<file path="config.mk">
export PLATFORM = sky130hd
export DESIGN_NAME = sand_step_controller
export DESIGN_NICKNAME = d
export VERILOG_FILES = /design/src/rtl/sand_pkg.sv /design/src/rtl/sand_scan_addr_gen.sv /design/src/rtl/sand_step_controller.sv
export SDC_FILE = /design/constraint.sdc
export NUM_CORES = 1
export LEC_CHECK = 0
export BUFFER_PORTS_ARGS = -buffer_cell sky130_fd_sc_hd__clkbuf_2
export CAP_MARGIN = 20
export CORE_MARGIN = 3
export CORE_UTILIZATION = 35
export CTS_CLUSTER_DIAMETER = 80
export DETAILED_ROUTE_END_ITERATION = 10
export GPL_ROUTABILITY_DRIVEN = 1
export PLACE_DENSITY = 0.6
export SLEW_MARGIN = 20
export SYNTH_ARGS = -nofsm -noshare
export SYNTH_HDL_FRONTEND = slang
export SYNTH_HIERARCHICAL = 1
export SYNTH_SLANG_ARGS = --single-unit
</file>
<file path="constraint.sdc">
create_clock -name clk_i -period 4.5 [get_ports clk_i]
set_input_delay 0.9 -clock clk_i [delete_from_list [all_inputs] [get_ports clk_i]]
set_output_delay 0.9 -clock clk_i [all_outputs]
set_load 0.02 [all_outputs]
</file>
<file path="src/rtl/sand_pkg.sv">
// Shared types for the falling-sand step controller.
// Exports: state_t FSM encoding, CELL_EMPTY / CELL_SAND cell values.
package sand_pkg;

  typedef enum logic [3:0] {
    IDLE,
    RD_SELF,
    CHK_SELF,
    CHK_DOWN,
    CHK_D1,
    CHK_D2,
    WR_DST,
    WR_SRC,
    NEXT,
    DONE
  } state_t;

  localparam logic CELL_EMPTY = 1'b0;
  localparam logic CELL_SAND  = 1'b1;

endpackage

</file>
<file path="src/rtl/sand_scan_addr_gen.sv">
// Bottom-up raster cell address, column counter, edge/last flags and neighbours.
// Ports: clk_i, reset_i, start_i, advance_i -> addr/next/below/diag addrs, edge and last flags.
module sand_scan_addr_gen
  import sand_pkg::*;
#(
  parameter int ACTIVE_COLUMNS = 640,
  parameter int ACTIVE_ROWS    = 480,
  parameter int ADDR_WIDTH     = 19
) (
  input  logic                  clk_i,
  input  logic                  reset_i,
  input  logic                  start_i,
  input  logic                  advance_i,
  output logic [ADDR_WIDTH-1:0] addr_o,
  output logic [ADDR_WIDTH-1:0] next_addr_o,
  output logic [ADDR_WIDTH-1:0] below_o,
  output logic [ADDR_WIDTH-1:0] below_left_o,
  output logic [ADDR_WIDTH-1:0] below_right_o,
  output logic                  at_left_o,
  output logic                  at_right_o,
  output logic                  last_o
);

  localparam int XW = (ACTIVE_COLUMNS > 1) ? $clog2(ACTIVE_COLUMNS) : 1;

  localparam logic [ADDR_WIDTH-1:0] START_ADDR =
    ADDR_WIDTH'((ACTIVE_ROWS - 2) * ACTIVE_COLUMNS);
  localparam logic [ADDR_WIDTH-1:0] ROW_BACK =
    ADDR_WIDTH'(2 * ACTIVE_COLUMNS - 1);
  localparam logic [ADDR_WIDTH-1:0] COLS =
    ADDR_WIDTH'(ACTIVE_COLUMNS);
  localparam logic [ADDR_WIDTH-1:0] LAST_ADDR =
    ADDR_WIDTH'(ACTIVE_COLUMNS - 1);
  localparam logic [XW-1:0] X_MAX = XW'(ACTIVE_COLUMNS - 1);

  logic [XW-1:0]         x_q;
  logic [ADDR_WIDTH-1:0] addr_q;

  assign at_left_o     = (x_q == '0);
  assign at_right_o    = (x_q == X_MAX);
  assign last_o        = (addr_q == LAST_ADDR);
  assign addr_o        = addr_q;
  // end of a row jumps up one row and back to column 0
  assign next_addr_o   = at_right_o ? (addr_q - ROW_BACK)
                                    : (addr_q + ADDR_WIDTH'(1));
  assign below_o       = addr_q + COLS;
  assign below_left_o  = below_o - ADDR_WIDTH'(1);
  assign below_right_o = below_o + ADDR_WIDTH'(1);

  always_ff @(posedge clk_i) begin
    if (reset_i) begin
      x_q    <= '0;
      addr_q <= '0;
    end else if (start_i) begin
      x_q    <= '0;
      addr_q <= START_ADDR;
    end else if (advance_i) begin
      x_q    <= at_right_o ? '0 : x_q + XW'(1);
      addr_q <= next_addr_o;
    end
  end

endmodule

</file>
<file path="src/rtl/sand_step_controller.sv">
// One falling-sand step per frame over the 1-bit game RAM, plus spawn writes.
// Ports: frame/spawn inputs, RAM read port, shared write port, busy/done/overrun.
module sand_step_controller
  import sand_pkg::*;
#(
  parameter int ACTIVE_COLUMNS = 640,
  parameter int ACTIVE_ROWS    = 480,
  parameter int ADDR_WIDTH     = 19
) (
  input  logic                  clk_i,
  input  logic                  reset_i,
  input  logic                  frame_start_i,
  input  logic                  spawn_req_i,
  input  logic [ADDR_WIDTH-1:0] spawn_addr_i,
  output logic                  spawn_ack_o,
  output logic [ADDR_WIDTH-1:0] ram_read_addr_o,
  input  logic                  ram_read_data_i,
  output logic                  wr_en_o,
  output logic [ADDR_WIDTH-1:0] wr_addr_o,
  output logic                  wr_data_o,
  output logic                  busy_o,
  output logic                  step_done_o,
  output logic                  step_overrun_o
);

  state_t state_q;
  logic   dir_q;
  logic   ack_q;
  logic   wr_en_q;
  logic   wr_data_q;
  logic   busy_q;
  logic   done_q;
  logic   ovr_q;
  logic [ADDR_WIDTH-1:0] wr_addr_q;

  logic [ADDR_WIDTH-1:0] addr;
  logic [ADDR_WIDTH-1:0] next_addr;
  logic [ADDR_WIDTH-1:0] below;
  logic [ADDR_WIDTH-1:0] below_l;
  logic [ADDR_WIDTH-1:0] below_r;
  logic                  at_left;
  logic                  at_right;
  logic                  last;

  logic                  between;
  logic                  empty;
  logic                  start;
  logic                  advance;
  logic                  pref_ok;
  logic                  other_ok;
  logic [ADDR_WIDTH-1:0] pref_addr;
  logic [ADDR_WIDTH-1:0] other_addr;
  logic [ADDR_WIDTH-1:0] rd_addr;

  assign between  = (state_q == IDLE) || (state_q == DONE);
  assign empty    = (ram_read_data_i == CELL_EMPTY);
  assign start    = between && frame_start_i;
  assign advance  = ((state_q == CHK_SELF) && empty && !last)
                 || ((state_q == NEXT) && !last);

  // diagonal off the grid edge counts as occupied and is never read
  assign pref_addr  = dir_q ? below_r : below_l;
  assign other_addr = dir_q ? below_l : below_r;
  assign pref_ok    = dir_q ? !at_right : !at_left;
  assign other_ok   = dir_q ? !at_left  : !at_right;

  sand_scan_addr_gen #(
    .ACTIVE_COLUMNS (ACTIVE_COLUMNS),
    .ACTIVE_ROWS    (ACTIVE_ROWS),
    .ADDR_WIDTH     (ADDR_WIDTH)
  ) u_addr (
    .clk_i         (clk_i),
    .reset_i       (reset_i),
    .start_i       (start),
    .advance_i     (advance),
    .addr_o        (addr),
    .next_addr_o   (next_addr),
    .below_o       (below),
    .below_left_o  (below_l),
    .below_right_o (below_r),
    .at_left_o     (at_left),
    .at_right_o    (at_right),
    .last_o        (last)
  );

  // read address is combinational so data lands in the following state
  always_comb begin
    rd_addr = '0;
    case (state_q)
      RD_SELF:  rd_addr = addr;
      CHK_SELF: rd_addr = !empty ? below
                        : (last ? addr : next_addr);
      CHK_DOWN: rd_addr = pref_ok ? pref_addr : other_addr;
      CHK_D1:   rd_addr = other_addr;
      default:  rd_addr = '0;
    endcase
  end

  always_ff @(posedge clk_i) begin
    if (reset_i) begin
      state_q   <= IDLE;
      dir_q     <= 1'b0;
      ack_q     <= 1'b0;
      wr_en_q   <= 1'b0;
      wr_addr_q <= '0;
      wr_data_q <= 1'b0;
      busy_q    <= 1'b0;
      done_q    <= 1'b0;
      ovr_q     <= 1'b0;
    end else begin
      wr_en_q <= 1'b0;
      ack_q   <= 1'b0;
      done_q  <= 1'b0;
      ovr_q   <= frame_start_i && busy_q;
      case (state_q)
        IDLE, DONE: begin
          if (frame_start_i) begin
            state_q <= RD_SELF;
            busy_q  <= 1'b1;
            dir_q   <= ~dir_q;
          end else begin
            state_q <= IDLE;
            // ack_q high means the requester has not yet dropped the request
            if (spawn_req_i && !ack_q) begin
              wr_en_q   <= 1'b1;
              wr_addr_q <= spawn_addr_i;
              wr_data_q <= CELL_SAND;
              ack_q     <= 1'b1;
            end
          end
        end
        RD_SELF: state_q <= CHK_SELF;
        CHK_SELF: begin
          if (!empty) begin
            state_q <= CHK_DOWN;
          end else if (last) begin
            state_q <= DONE;
            busy_q  <= 1'b0;
            done_q  <= 1'b1;
          end
        end
        CHK_DOWN: begin
          if (empty) begin
            state_q   <= WR_DST;
            wr_en_q   <= 1'b1;
            wr_addr_q <= below;
            wr_data_q <= CELL_SAND;
          end else if (pref_ok) begin
            state_q <= CHK_D1;
          end else if (other_ok) begin
            state_q <= CHK_D2;
          end else begin
            state_q <= NEXT;
          end
        end
        CHK_D1: begin
          if (empty) begin
            state_q   <= WR_DST;
            wr_en_q   <= 1'b1;
            wr_addr_q <= pref_addr;
            wr_data_q <= CELL_SAND;
          end else if (other_ok) begin
            state_q <= CHK_D2;
          end else begin
            state_q <= NEXT;
          end
        end
        CHK_D2: begin
          if (empty) begin
            state_q   <= WR_DST;
            wr_en_q   <= 1'b1;
            wr_addr_q <= other_addr;
            wr_data_q <= CELL_SAND;
          end else begin
            state_q <= NEXT;
          end
        end
        WR_DST: begin
          state_q   <= WR_SRC;
          wr_en_q   <= 1'b1;
          wr_addr_q <= addr;
          wr_data_q <= CELL_EMPTY;
        end
        WR_SRC: state_q <= NEXT;
        NEXT: begin
          if (last) begin
            state_q <= DONE;
            busy_q  <= 1'b0;
            done_q  <= 1'b1;
          end else begin
            state_q <= RD_SELF;
          end
        end
        default: begin
          state_q <= IDLE;
          busy_q  <= 1'b0;
        end
      endcase
    end
  end

  assign ram_read_addr_o = rd_addr;
  assign spawn_ack_o     = ack_q;
  assign wr_en_o         = wr_en_q;
  assign wr_addr_o       = wr_addr_q;
  assign wr_data_o       = wr_data_q;
  assign busy_o          = busy_q;
  assign step_done_o     = done_q;
  assign step_overrun_o  = ovr_q;

endmodule

</file>
After elaboration in Yosys (flattened, before gate mapping) --
Cells that the tools add are included.
Storage, ports and cells: flip-flop bits (word level) 59, input bits 24, output and inout port bits 44, logic and storage cells 111
Cells by class: $add $sub $neg 6, equality and inequality tests 20, multiplexer cells 43, bitwise logic cells 4, reduce and logical (&&, ||, !) cells 26
Operators by type and width (count):
- 2-to-1 mux 19 bit | 13
- one-hot mux 19 bit (5 select lines) | 1
- one-hot mux 19 bit (4 select lines) | 1
- adder 19 x 1 -> 19 bit (second input constant) | 2
- one-hot mux 4 bit (9 select lines) | 1
- 2-to-1 mux 4 bit | 8
- adder 19 x 10 -> 19 bit (second input constant) | 1
- equality test 19 x 10 -> 1 bit (second input constant) | 1
- subtractor 19 x 1 -> 19 bit (second input constant) | 1
- subtractor 19 x 11 -> 19 bit (second input constant) | 1
- equality test 4 x 3 -> 1 bit (second input constant) | 4
- != test 2 bit (second input constant) | 8
- 2-to-1 mux 1 bit | 14
- adder 10 x 1 -> 10 bit (second input constant) | 1
- equality test 10 bit (second input constant) | 1
- logical NOT 10 bit | 1
- 2-to-1 mux 10 bit | 1
- equality test 4 x 2 -> 1 bit (second input constant) | 2
- equality test 4 bit (second input constant) | 2
- logical AND 1 bit | 6
- one-hot mux 1 bit (3 select lines) | 2
- AND reduction 6 bit | 1
- OR reduction 2 bit | 3
- OR reduction 6 bit | 1
- other kinds (15) | 22

Logic depth before layout (Yosys ltp) --
Gate-level depths: netlist of the first run.
depth in word-level cells 7, mapped depth 13, gate-level depth less buffers 12

Hierarchy --
Netlist of the first run, hierarchy kept.
By module, submodules not included:
- sand_step_controller | times used 1, cells each 404, area each 3358.2 µm², sequential area each 600.6 µm²
- sand_scan_addr_gen | times used 1, cells each 381, area each 3011.6 µm², sequential area each 580.6 µm²

Least setup slack after synthesis of the first run --
No wires, ideal clock.
path kind reg2out, from reg u_addr.x_q[0], to out ram_read_addr_o[18], data arrival time 3170 ps, data required time 3600 ps, setup slack 430 ps, cell stages (with the launch flop) 13, buffers on the path 0, path through dfxtp_1 > ha_1 > nand4_1 > nor2_1 > ha_1 > a21oi_2 > o21a_2 > o31ai_1 > o41a_1 > xnor2_1 > xnor2_1 > a222oi_1 > nand2_1
Between the ends: cells in the longest elaborated chain, start to end 5, elaborated cells between the ends (all ways) 10, those cells by class eq/ne (1); mux (6); reduce/logical (3)
Ends and longest elaborated chain:
- start: declaration | RTL line sand_scan_addr_gen.sv:36 | logic [XW-1:0] x_q;
- start signal: assignment | RTL line sand_scan_addr_gen.sv:58 | x_q <= at_right_o ? '0 : x_q + XW'(1);
- equality test 10 bit | RTL line sand_scan_addr_gen.sv:40 | assign at_right_o = (x_q == X_MAX);
- via at_right | RTL line sand_step_controller.sv:42 | logic at_right;
- 2-to-1 mux 19 bit | RTL line sand_scan_addr_gen.sv:44 | assign next_addr_o = at_right_o ? (addr_q - ROW_BACK)
- via next_addr[18] | RTL line sand_step_controller.sv:37 | logic [ADDR_WIDTH-1:0] next_addr;
- 2-to-1 mux 19 bit | RTL line sand_step_controller.sv:92 | : (last ? addr : next_addr);
- 2-to-1 mux 19 bit | RTL line sand_step_controller.sv:91 | CHK_SELF: rd_addr = !empty ? below
- one-hot mux 19 bit (4 select lines) | RTL line sand_step_controller.sv:89 | case (state_q)
- end: declaration | RTL line sand_step_controller.sv:16 | output logic [ADDR_WIDTH-1:0] ram_read_addr_o,
The timed path passes the listed nets, and every way through them passes these cells.

Final worst setup path of the first run --
from reg u_addr.x_q[1], to out ram_read_addr_o[18]
Same word-level chain as after synthesis.

==> flow_summary.html, run 1 <==
<table>
<tr><th>Metric</th><th>Value</th></tr>
<tr><th colspan="2">Critical path</th></tr>
<tr><td>Depth of the most critical reg-to-reg path</td><td>10</td></tr>
<tr><td>Crit path arrival time</td><td>roughly 3400 ps</td></tr>
<tr><td>Capturing element type of the critical path</td><td>primary output</td></tr>
<tr><td>Kind of critical path</td><td>reg2out</td></tr>
<tr><td>Start point of the critical path</td><td>u_addr/x_q[1]</td></tr>
<tr><td>Critical path startpoint category</td><td>register</td></tr>
<tr><td>Crit path required time</td><td>~3600 ps</td></tr>
<tr><td>Highest net fanout along the worst path</td><td>11</td></tr>
<tr><td>Reg2Reg Setup Slack</td><td>between 1000 and 1500 ps</td></tr>
<tr><td>RR Startpoint</td><td>u_addr/addr_o[8]</td></tr>
<tr><td>Reg2reg end</td><td>wr_addr_o[18]</td></tr>
<tr><th colspan="2">GRT</th></tr>
<tr><td>Global-route total usage across every layer</td><td>19.4%</td></tr>
<tr><td>Initial antenna violation count</td><td>0</td></tr>
<tr><td>Overflow after GRT</td><td>0</td></tr>
<tr><td>Pin count of the biggest net entering global routing</td><td>42</td></tr>
<tr><td>Via count of the first global-routing pass</td><td>5745</td></tr>
<tr><td>Wire length of the first global-routing pass</td><td>roughly 31 mm</td></tr>
<tr><th colspan="2">Route</th></tr>
<tr><td>Number of vias per cell after detailed routing</td><td>around 6</td></tr>
<tr><td>Violation count after the first detailed-route iteration</td><td>618</td></tr>
<tr><td>Detailed Route WL</td><td>around 20 mm</td></tr>
<tr><td>Count of vias placed by the detailed router</td><td>6156</td></tr>
<tr><td>Remaining design rule violation count</td><td>0</td></tr>
<tr><td>ANT nets after route</td><td>0</td></tr>
<tr><td>Number of iterations in the first detailed-routing pass</td><td>9</td></tr>
<tr><td>Routed len/inst</td><td>roughly 19 um</td></tr>
<tr><th colspan="2">Layout</th></tr>
<tr><td>Final standard cell utilization of the core</td><td>39.8%</td></tr>
<tr><td>Final instance area</td><td>between 6000 and 7000 um2</td></tr>
<tr><td>Count of placed standard cells in the final layout, fillers left out</td><td>between 1000 and 1500</td></tr>
<tr><td>Share of final-layout standard cells stronger than drive strength 1</td><td>25.9%</td></tr>
<tr><td>Synthesis-to-layout area growth</td><td>9.51%</td></tr>
<tr><td>Filler Cell Count</td><td>1800</td></tr>
<tr><td>Count of inserted antenna diode cells</td><td>0</td></tr>
<tr><td>Post-layout nets</td><td>around 840</td></tr>
<tr><th colspan="2">Synthesis</th></tr>
<tr><td>Register bit count reported by yosys</td><td>59</td></tr>
<tr><td>Multiplexer area fraction after synthesis</td><td>roughly 11%</td></tr>
<tr><td>Area contributors post-synth</td><td>dfxtp_1, mux2_2, xnor2_1</td></tr>
<tr><td>Share of synthesized cell area in and, or, nand and nor gates</td><td>about a fifth</td></tr>
<tr><td>Post-synthesis xor/xnor area fraction</td><td>11.1%</td></tr>
<tr><td>Largest family of logic cells by synthesized area</td><td>compound AO/OA/AOI/OAI gates</td></tr>
<tr><td>Share of the synthesized area in compound gates (AO/OA/AOI/OAI)</td><td>about a quarter</td></tr>
<tr><td>Most frequent cell after synthesis</td><td>nand2_1</td></tr>
<tr><td>Proportion of synthesized chip area in sequential cells</td><td>18.5%</td></tr>
<tr><td>FFs w/ async S/R, synth</td><td>0%</td></tr>
<tr><td>Area leader, netlist</td><td>dfxtp_1</td></tr>
<tr><td>Commonest cells in the synthesized netlist</td><td>nand2_1, nor2_1, dfxtp_1</td></tr>
<tr><td>Main flop type after synthesis</td><td>dfxtp_1</td></tr>
<tr><td>Count of flip-flops with a built-in enable after synthesis</td><td>0</td></tr>
<tr><td>Cells after Synth</td><td>~800</td></tr>
<tr><td>Post-synthesis net count</td><td>between 800 and 900</td></tr>
<tr><td>Post-synth design cell area</td><td>approximately 6400 um2</td></tr>
<tr><td>Adder-cell share of the synthesized area</td><td>~3.1%</td></tr>
<tr><td>Mean post-synth cell area</td><td>8.11 um2</td></tr>
<tr><td>Yosys warning total</td><td>6</td></tr>
<tr><td>Yosys top cell area share</td><td>18.5%</td></tr>
<tr><td>Yosys cell types</td><td>86</td></tr>
<tr><th colspan="2">Timing</th></tr>
<tr><td>Final cycle utilization of the critical path</td><td>between 90% and 100%</td></tr>
<tr><td>Post-layout min period</td><td>between 4000 and 5000 ps</td></tr>
<tr><td>Fin. max-slew vios</td><td>0</td></tr>
<tr><td>Final hold violations</td><td>0</td></tr>
<tr><td>Setup skew after layout</td><td>7.32 ps</td></tr>
<tr><td>Max Fclk</td><td>230 MHz</td></tr>
<tr><td>Worst Tran Pin Value</td><td>between 900 and 1000 ps</td></tr>
<tr><td>Normalized max-slew margin</td><td>a little under two fifths</td></tr>
<tr><td>Number of endpoints failing setup at the final stage</td><td>0</td></tr>
<tr><td>Sum of negative setup slack</td><td>0 ps</td></tr>
<tr><th colspan="2">Hold path</th></tr>
<tr><td>Cell depth of the worst hold path</td><td>2</td></tr>
<tr><td>Min-Delay Startpoint</td><td>busy_o</td></tr>
<tr><td>Capture endpoint of the worst hold path</td><td>busy_o</td></tr>
<tr><td>Class of the tightest hold or removal check</td><td>reg2reg</td></tr>
<tr><th colspan="2">Clocking</th></tr>
<tr><td>CTS H-tree lvls</td><td>3</td></tr>
<tr><td>Number of hold-repair buffers added at the cts stage</td><td>0</td></tr>
<tr><td>Maximum buffer depth of the clock tree</td><td>2</td></tr>
<tr><td>Clock-pin slew on the worst setup and hold paths</td><td>around 50 ps</td></tr>
<tr><td>Latest clock arrival within the worst-skew pair</td><td>between 300 and 400 ps</td></tr>
<tr><td>Num Clock Sinks</td><td>approximately 60</td></tr>
<tr><td>Clock tree root driver cell</td><td>clkbuf_16</td></tr>
<tr><td>TritonCTS clock tree</td><td>done</td></tr>
<tr><td>Number of clock buffers inserted by TritonCTS</td><td>9</td></tr>
<tr><th colspan="2">Run</th></tr>
<tr><td>Max-cap violations</td><td>0</td></tr>
<tr><th colspan="2">Floorplanning</th></tr>
<tr><td>Ports</td><td>68</td></tr>
<tr><td>Die H</td><td>between 100 and 150 um</td></tr>
<tr><td>Total number of placement rows</td><td>between 40 and 50</td></tr>
<tr><td>Starting utilization of the core area</td><td>approximately 36%</td></tr>
<tr><td>Die outline area</td><td>between 15000 and 20000 um2</td></tr>
<tr><td>Horizontal die dimension</td><td>141 um</td></tr>
<tr><td>Core area</td><td>between 15000 and 20000 um2</td></tr>
<tr><th colspan="2">Pwr</th></tr>
<tr><td>Cell area power density</td><td>~500 nW/um2</td></tr>
<tr><td>Switching fraction of total power</td><td>45.9%</td></tr>
<tr><td>Logic pwr share</td><td>approximately 56%</td></tr>
<tr><td>Sum of internal, switching and leakage power</td><td>~3500 uW</td></tr>
<tr><td>Clock Power Share</td><td>between 20% and 30%</td></tr>
<tr><td>IR drop worst, VDD</td><td>0.358 mV</td></tr>
<tr><td>Static power due to leakage</td><td>~0.0028 uW</td></tr>
<tr><td>Internal power consumption</td><td>roughly 1900 uW</td></tr>
<tr><td>Switching power</td><td>1590 uW</td></tr>
<tr><td>Share of total power in sequential cells</td><td>about a quarter</td></tr>
<tr><th colspan="2">Placement</th></tr>
<tr><td>Total half-perimeter wirelength after legalization and detailed placement</td><td>about 14 mm</td></tr>
<tr><td>Instance count after placement with tap cells included</td><td>between 1000 and 1500</td></tr>
<tr><td>Weighted congestion at the end of routability-driven global placement</td><td>0.940</td></tr>
<tr><td>Input/output buffers</td><td>67</td></tr>
<tr><td>Placement Cell Area</td><td>about 6600 um2</td></tr>
<tr><th colspan="2">Outcome</th></tr>
<tr><td>Result of the run</td><td>complete, no violations</td></tr>
</table>
-- cell type report --
cell class | instances | area (um2) | area share, %
inverters | 27 | 101 | 1.45
multi-input cells | 612 | 4580 | 65.6
clock buffers | 11 | 243 | 3.48
well taps | 225 | 282 | 4.04
repair buffers | 93 | 531 | 7.61
flip-flops and latches | 59 | 1190 | 17.0
clock inverters | 5 | 52.6 | 0.753
-- through the flow --
stage	setup slack [ps]	hold WS [ps]
floorplan	430	501
global placement	381	452
detailed placement	410	473
CTS	13.3	485
global route	-2.07	491
finish	161	480
-- critical path, stage by stage (launching register included) --
cell	delay, ps
dfxtp_1	380
ha_2	220
nand4_1	110
nor2_2	130
buf_4	160
buf_4	180
ha_2	320
a21o_1	200
a21o_1	200
o41a_1	390
xnor2_2	170
xnor2_1	140
a222oi_1	250
nand2_1	90
clkbuf_2	160
-- worst max path at each step --
stage | endpoint | slack, ps | cells past startpoint
2_1_floorplan | ram_read_addr_o[18] | 430 | 12
3_5_place_dp | ram_read_addr_o[18] | 410 | 11
5_1_grt | ram_read_addr_o[8] | -2 | 12
4_1_cts | ram_read_addr_o[18] | 10 | 11
3_3_place_gp | ram_read_addr_o[18] | 380 | 11
6_report | ram_read_addr_o[18] | 160 | 14
-- per-layer routing --
| metal | up-vias | routed length, um | global-route usage [%] | share of wire, % |
|---|---|---|---|---|
| met3 | 39 | 1560 | 4.21 | 7.9 |
| met4 | 0 | 471 | 7.04 | 2.4 |
| met5 | - | 0 | 0 | 0 |
| li1 | 2954 | - | - | - |
| met1 | 2892 | 8690 | 26.1 | 44 |
| met2 | 271 | 9030 | 30.8 | 46 |
-- power groups by stage --
| stage | Combinational [uW] | Clock (uW) | Sequential (uW) |
|---|---|---|---|
| 2_1_floorplan | 1460 | 0 | 833 |
| 3_3_place_gp | 1890 | 0 | 831 |
| 3_5_place_dp | 1900 | 0 | 830 |
| 4_1_cts | 1910 | 713 | 821 |
| 5_1_grt | 2090 | 732 | 852 |
| 6_report | 1940 | 696 | 829 |
-- state kept, by name (all words and copies together), names as in the netlist --
| signal | flops |
|---|---|
| state_q | 4 |
| step_overrun_o | 1 |
| step_done_o | 1 |
| wr_en_o | 1 |
| u_addr/addr_o | 19 |
| busy_o | 1 |
| wr_data_o | 1 |
| wr_addr_o | 19 |
| dir_q | 1 |
| spawn_ack_o | 1 |
| u_addr/x_q | 10 |
-- placed cells by master, fill, tap and decap left out, types with 8 or more instances in the layout --
master      n
nand2_1    68
xnor2_1    41
a21oi_1    19
inv_1      27
a31oi_1    23
xor2_1     32
and3_1      8
mux2_2     58
nor2_1     63
nand3_1    17
a222oi_1   19
nor2b_1     9
a22o_1     21
ha_1       12
buf_4      26
clkbuf_2   67
a22oi_1    40
clkbuf_16   9
nand4_1    13
nor3_1      9
o211ai_1   22
o311ai_1   19
dfxtp_1    53
-- timing repair --
action	4_1_cts	5_1_grt
gates resized for setup	0	14
buffers inserted	0	1
setup endpoints to repair	0	19
endpoints found under the hold margin	0	0
-- cell families (layout without fill, tap and decap cells) --
family / count (synthesis) / after routing
simple gates: 242 / 242
compound gates: 214 / 214
buf+inv: 114 / 136
xor+xnor: 77 / 77
mux: 63 / 63
flops: 59 / 59
fa+ha+maj: 16 / 16
(Power assumes the default switching activity.)
==> run 2, diff against run 1 <==
--- a/config.mk
+++ b/config.mk
@@ -7,6 +7,7 @@
 export LEC_CHECK = 0
 export BUFFER_PORTS_ARGS = -buffer_cell sky130_fd_sc_hd__clkbuf_2
 export CAP_MARGIN = 20
+export CORE_ASPECT_RATIO = 0.6
 export CORE_MARGIN = 3
 export CORE_UTILIZATION = 35
 export CTS_CLUSTER_DIAMETER = 80
==> flow_summary.html, run 2 (same netlist as run 1, synthesis figures left out) <==
<table>
<tr><th>Metric</th><th>Value</th></tr>
<tr><th colspan="2">Outcome</th></tr>
<tr><td>Result of the run</td><td>complete, no violations</td></tr>
<tr><th colspan="2">Route</th></tr>
<tr><td>ANT nets after route</td><td>0 (unchanged)</td></tr>
<tr><td>Number of iterations in the first detailed-routing pass</td><td>7 (-2)</td></tr>
<tr><td>Violation count after the first detailed-route iteration</td><td>649 (+5.0%)</td></tr>
<tr><td>Number of vias per cell after detailed routing</td><td>5.93 (-0.63%)</td></tr>
<tr><td>Detailed Route WL</td><td>20.4 mm (+3.3%)</td></tr>
<tr><td>Count of vias placed by the detailed router</td><td>6218 (+1.0%)</td></tr>
<tr><td>Routed len/inst</td><td>19.4 um (+1.6%)</td></tr>
<tr><td>Remaining design rule violation count</td><td>0 (unchanged)</td></tr>
<tr><th colspan="2">Critical path</th></tr>
<tr><td>Crit path required time</td><td>3600 ps (about the same)</td></tr>
<tr><td>Highest net fanout along the worst path</td><td>10 (-1)</td></tr>
<tr><td>Reg2Reg Setup Slack</td><td>1450 ps (+80 ps)</td></tr>
<tr><td>Kind of critical path</td><td>reg2out</td></tr>
<tr><td>Critical path startpoint category</td><td>register</td></tr>
<tr><td>Depth of the most critical reg-to-reg path</td><td>10 (unchanged)</td></tr>
<tr><td>Start point of the critical path</td><td>u_addr/addr_o[0]</td></tr>
<tr><td>Reg2reg end</td><td>wr_addr_o[12]</td></tr>
<tr><td>Capturing element type of the critical path</td><td>primary output</td></tr>
<tr><td>Critical path endpoint</td><td>ram_read_addr_o[16]</td></tr>
<tr><td>RR Startpoint</td><td>u_addr/addr_o[0]</td></tr>
<tr><td>Crit path arrival time</td><td>3540 ps (+100 ps)</td></tr>
<tr><th colspan="2">Timing</th></tr>
<tr><td>Post-layout min period</td><td>4440 ps (+96.9 ps)</td></tr>
<tr><td>Sum of negative setup slack</td><td>0 ps (unchanged)</td></tr>
<tr><td>Normalized max-slew margin</td><td>40.2% (+2.0 points)</td></tr>
<tr><td>Final hold violations</td><td>0 (unchanged)</td></tr>
<tr><td>Max Fclk</td><td>225 MHz (-2.2%)</td></tr>
<tr><td>Fin. max-slew vios</td><td>0 (unchanged)</td></tr>
<tr><td>Final cycle utilization of the critical path</td><td>98.6% (+2.2 points)</td></tr>
<tr><td>Number of endpoints failing setup at the final stage</td><td>0 (unchanged)</td></tr>
<tr><td>Worst Tran Pin Value</td><td>896 ps (-26.8 ps)</td></tr>
<tr><td>Final hold slack</td><td>469 ps (-11.2 ps)</td></tr>
<tr><td>Final WS setup</td><td>64.0 ps (-96.9 ps)</td></tr>
<tr><td>Setup skew after layout</td><td>5.85 ps (-1.47 ps)</td></tr>
<tr><th colspan="2">Clocking</th></tr>
<tr><td>Clock-pin slew on the worst setup and hold paths</td><td>60 ps (about the same)</td></tr>
<tr><td>CTS H-tree lvls</td><td>3 (unchanged)</td></tr>
<tr><td>Number of hold-repair buffers added at the cts stage</td><td>0 (unchanged)</td></tr>
<tr><td>Latest clock arrival within the worst-skew pair</td><td>330 ps (about the same)</td></tr>
<tr><td>TritonCTS clock tree</td><td>done</td></tr>
<tr><td>Clock tree root driver cell</td><td>clkbuf_16</td></tr>
<tr><td>Maximum buffer depth of the clock tree</td><td>2 (unchanged)</td></tr>
<tr><td>Num Clock Sinks</td><td>59 (unchanged)</td></tr>
<tr><td>Number of clock buffers inserted by TritonCTS</td><td>9 (unchanged)</td></tr>
<tr><th colspan="2">Pwr</th></tr>
<tr><td>IR drop worst, VDD</td><td>0.219 mV (-39%)</td></tr>
<tr><td>Clock Power Share</td><td>20.6% (+0.5 points)</td></tr>
<tr><td>Cell area power density</td><td>495 nW/um2 (-0.30%)</td></tr>
<tr><td>Internal power consumption</td><td>1860 uW (-0.56%)</td></tr>
<tr><td>Static power due to leakage</td><td>0.00284 uW (+1.7%)</td></tr>
<tr><td>Switching power</td><td>1620 uW (+2.0%)</td></tr>
<tr><td>Sum of internal, switching and leakage power</td><td>3490 uW (+0.62%)</td></tr>
<tr><td>Logic pwr share</td><td>55.6% (-0.4 points)</td></tr>
<tr><td>Share of total power in sequential cells</td><td>23.8% (about the same)</td></tr>
<tr><td>Switching fraction of total power</td><td>46.5% (+0.63 points)</td></tr>
<tr><th colspan="2">GRT</th></tr>
<tr><td>Via count of the first global-routing pass</td><td>5576 (-2.9%)</td></tr>
<tr><td>Initial antenna violation count</td><td>0 (unchanged)</td></tr>
<tr><td>Overflow after GRT</td><td>0 (unchanged)</td></tr>
<tr><td>Wire length of the first global-routing pass</td><td>32.3 mm (+3.4%)</td></tr>
<tr><td>Pin count of the biggest net entering global routing</td><td>42 (unchanged)</td></tr>
<tr><td>Global-route total usage across every layer</td><td>19.8% (+0.35 points)</td></tr>
<tr><th colspan="2">Placement</th></tr>
<tr><td>Weighted congestion at the end of routability-driven global placement</td><td>0.875 (-6.9%)</td></tr>
<tr><td>Instance count after placement with tap cells included</td><td>1028 (+1.3%)</td></tr>
<tr><td>Total half-perimeter wirelength after legalization and detailed placement</td><td>14.8 mm (+7.3%)</td></tr>
<tr><td>Input/output buffers</td><td>67 (unchanged)</td></tr>
<tr><td>Minimum setup slack after placement</td><td>369 ps (-41.3 ps)</td></tr>
<tr><th colspan="2">Hold path</th></tr>
<tr><td>Class of the tightest hold or removal check</td><td>reg2reg</td></tr>
<tr><th colspan="2">Layout</th></tr>
<tr><td>Post-layout nets</td><td>849 (+0.95%)</td></tr>
<tr><td>Most frequent cells in the layout</td><td>nand2_1, clkbuf_2, nor2_1, mux2_2, dfxtp_1</td></tr>
<tr><td>Synthesis-to-layout area growth</td><td>10.5%</td></tr>
<tr><td>Reg area</td><td>1180 um2 (-0.42%)</td></tr>
<tr><td>Filler Cell Count</td><td>1809 (+0.50%)</td></tr>
<tr><td>Most common library cell in the layout ignoring fill and taps</td><td>nand2_1</td></tr>
<tr><td>Count of inserted antenna diode cells</td><td>0 (unchanged)</td></tr>
<tr><td>Share of final-layout standard cells stronger than drive strength 1</td><td>25.6% (-0.25 points)</td></tr>
<tr><td>Multi-input gate area</td><td>4560 um2 (-0.38%)</td></tr>
<tr><td>Count of placed standard cells in the final layout, fillers left out</td><td>1049 (+1.6%)</td></tr>
<tr><th colspan="2">Floorplanning</th></tr>
<tr><td>Horizontal die dimension</td><td>180 um (+28%)</td></tr>
<tr><td>Core area</td><td>17500 um2 (-0.21%)</td></tr>
<tr><td>Die outline area</td><td>19900 um2 (+0.26%)</td></tr>
<tr><td>Ports</td><td>68 (unchanged)</td></tr>
<tr><td>Die H</td><td>110 um (-22%)</td></tr>
<tr><td>Starting utilization of the core area</td><td>36.4% (+0.078 points)</td></tr>
<tr><td>Total number of placement rows</td><td>37 (-23%)</td></tr>
<tr><th colspan="2">Run</th></tr>
<tr><td>Max-cap violations</td><td>0 (unchanged)</td></tr>
</table>
-- run 2: worst min path at each step --
stage	cells past startpoint	slack (ps)	from	endpoint
2_1_floorplan	2	500	u_addr/x_q[9]	u_addr/x_q[9]
3_3_place_gp	1	450	wr_data_o	wr_data_o
3_5_place_dp	1	460	wr_data_o	wr_data_o
4_1_cts	1	470	wr_data_o	wr_data_o
5_1_grt	2	510	busy_o	busy_o
6_report	1	470	wr_data_o	wr_data_o
-- run 2: cell type report --
cell class / instances / share of cell area [%]
multi-input combinational: 612 / 64.8
sequential: 59 / 16.8
timing repair buffer: 101 / 8.50
tap: 234 / 4.16
clock buffer: 9 / 3.20
inverter: 27 / 1.44
clock inverter: 7 / 1.10
-- run 2: power by group through the flow --
stage | logic (uW) | registers (uW) | clock network [uW]
final | 1940 | 828 | 719
after global routing | 2100 | 852 | 749
after CTS | 1910 | 823 | 727
after detailed placement | 1900 | 833 | 0
after global placement | 1900 | 832 | 0
after floorplan | 1460 | 833 | 0
-- run 2: critical path, cell delays in order (launching register included) --
cell,delay (ps)
dfxtp_2,450
ha_1,260
and3_1,300
nand4_1,290
buf_4,240
o31ai_1,510
a21o_1,270
a31oi_1,140
xnor2_1,150
a222oi_1,330
nand2_1,80
clkbuf_2,160
-- run 2: stage by stage --
step,utilization (%),instance area (um2)
after global placement,38.1,6670
after CTS,39.9,6980
after global routing,40.2,7040
after detailed placement,38.1,6670
after floorplan,-,6370
final,40.2,7040
-- run 2: metal layers --
layer	GRT usage (%)	up-vias	routed length [um]
met5	0	-	0
met1	32.1	2936	10700
met4	3.47	0	217
met3	5.20	16	2060
met2	25.4	291	7470
li1	-	2975	-
-- run 2: what timing repair did --
action / in CTS / in global routing
buffers inserted: 0 / 5
cloned: 0 / 0
endpoints found under the setup margin: 3 / 19
pin swaps: 0 / 3
endpoints found under the hold margin: 0 / 0
gates resized for setup: 2 / 7
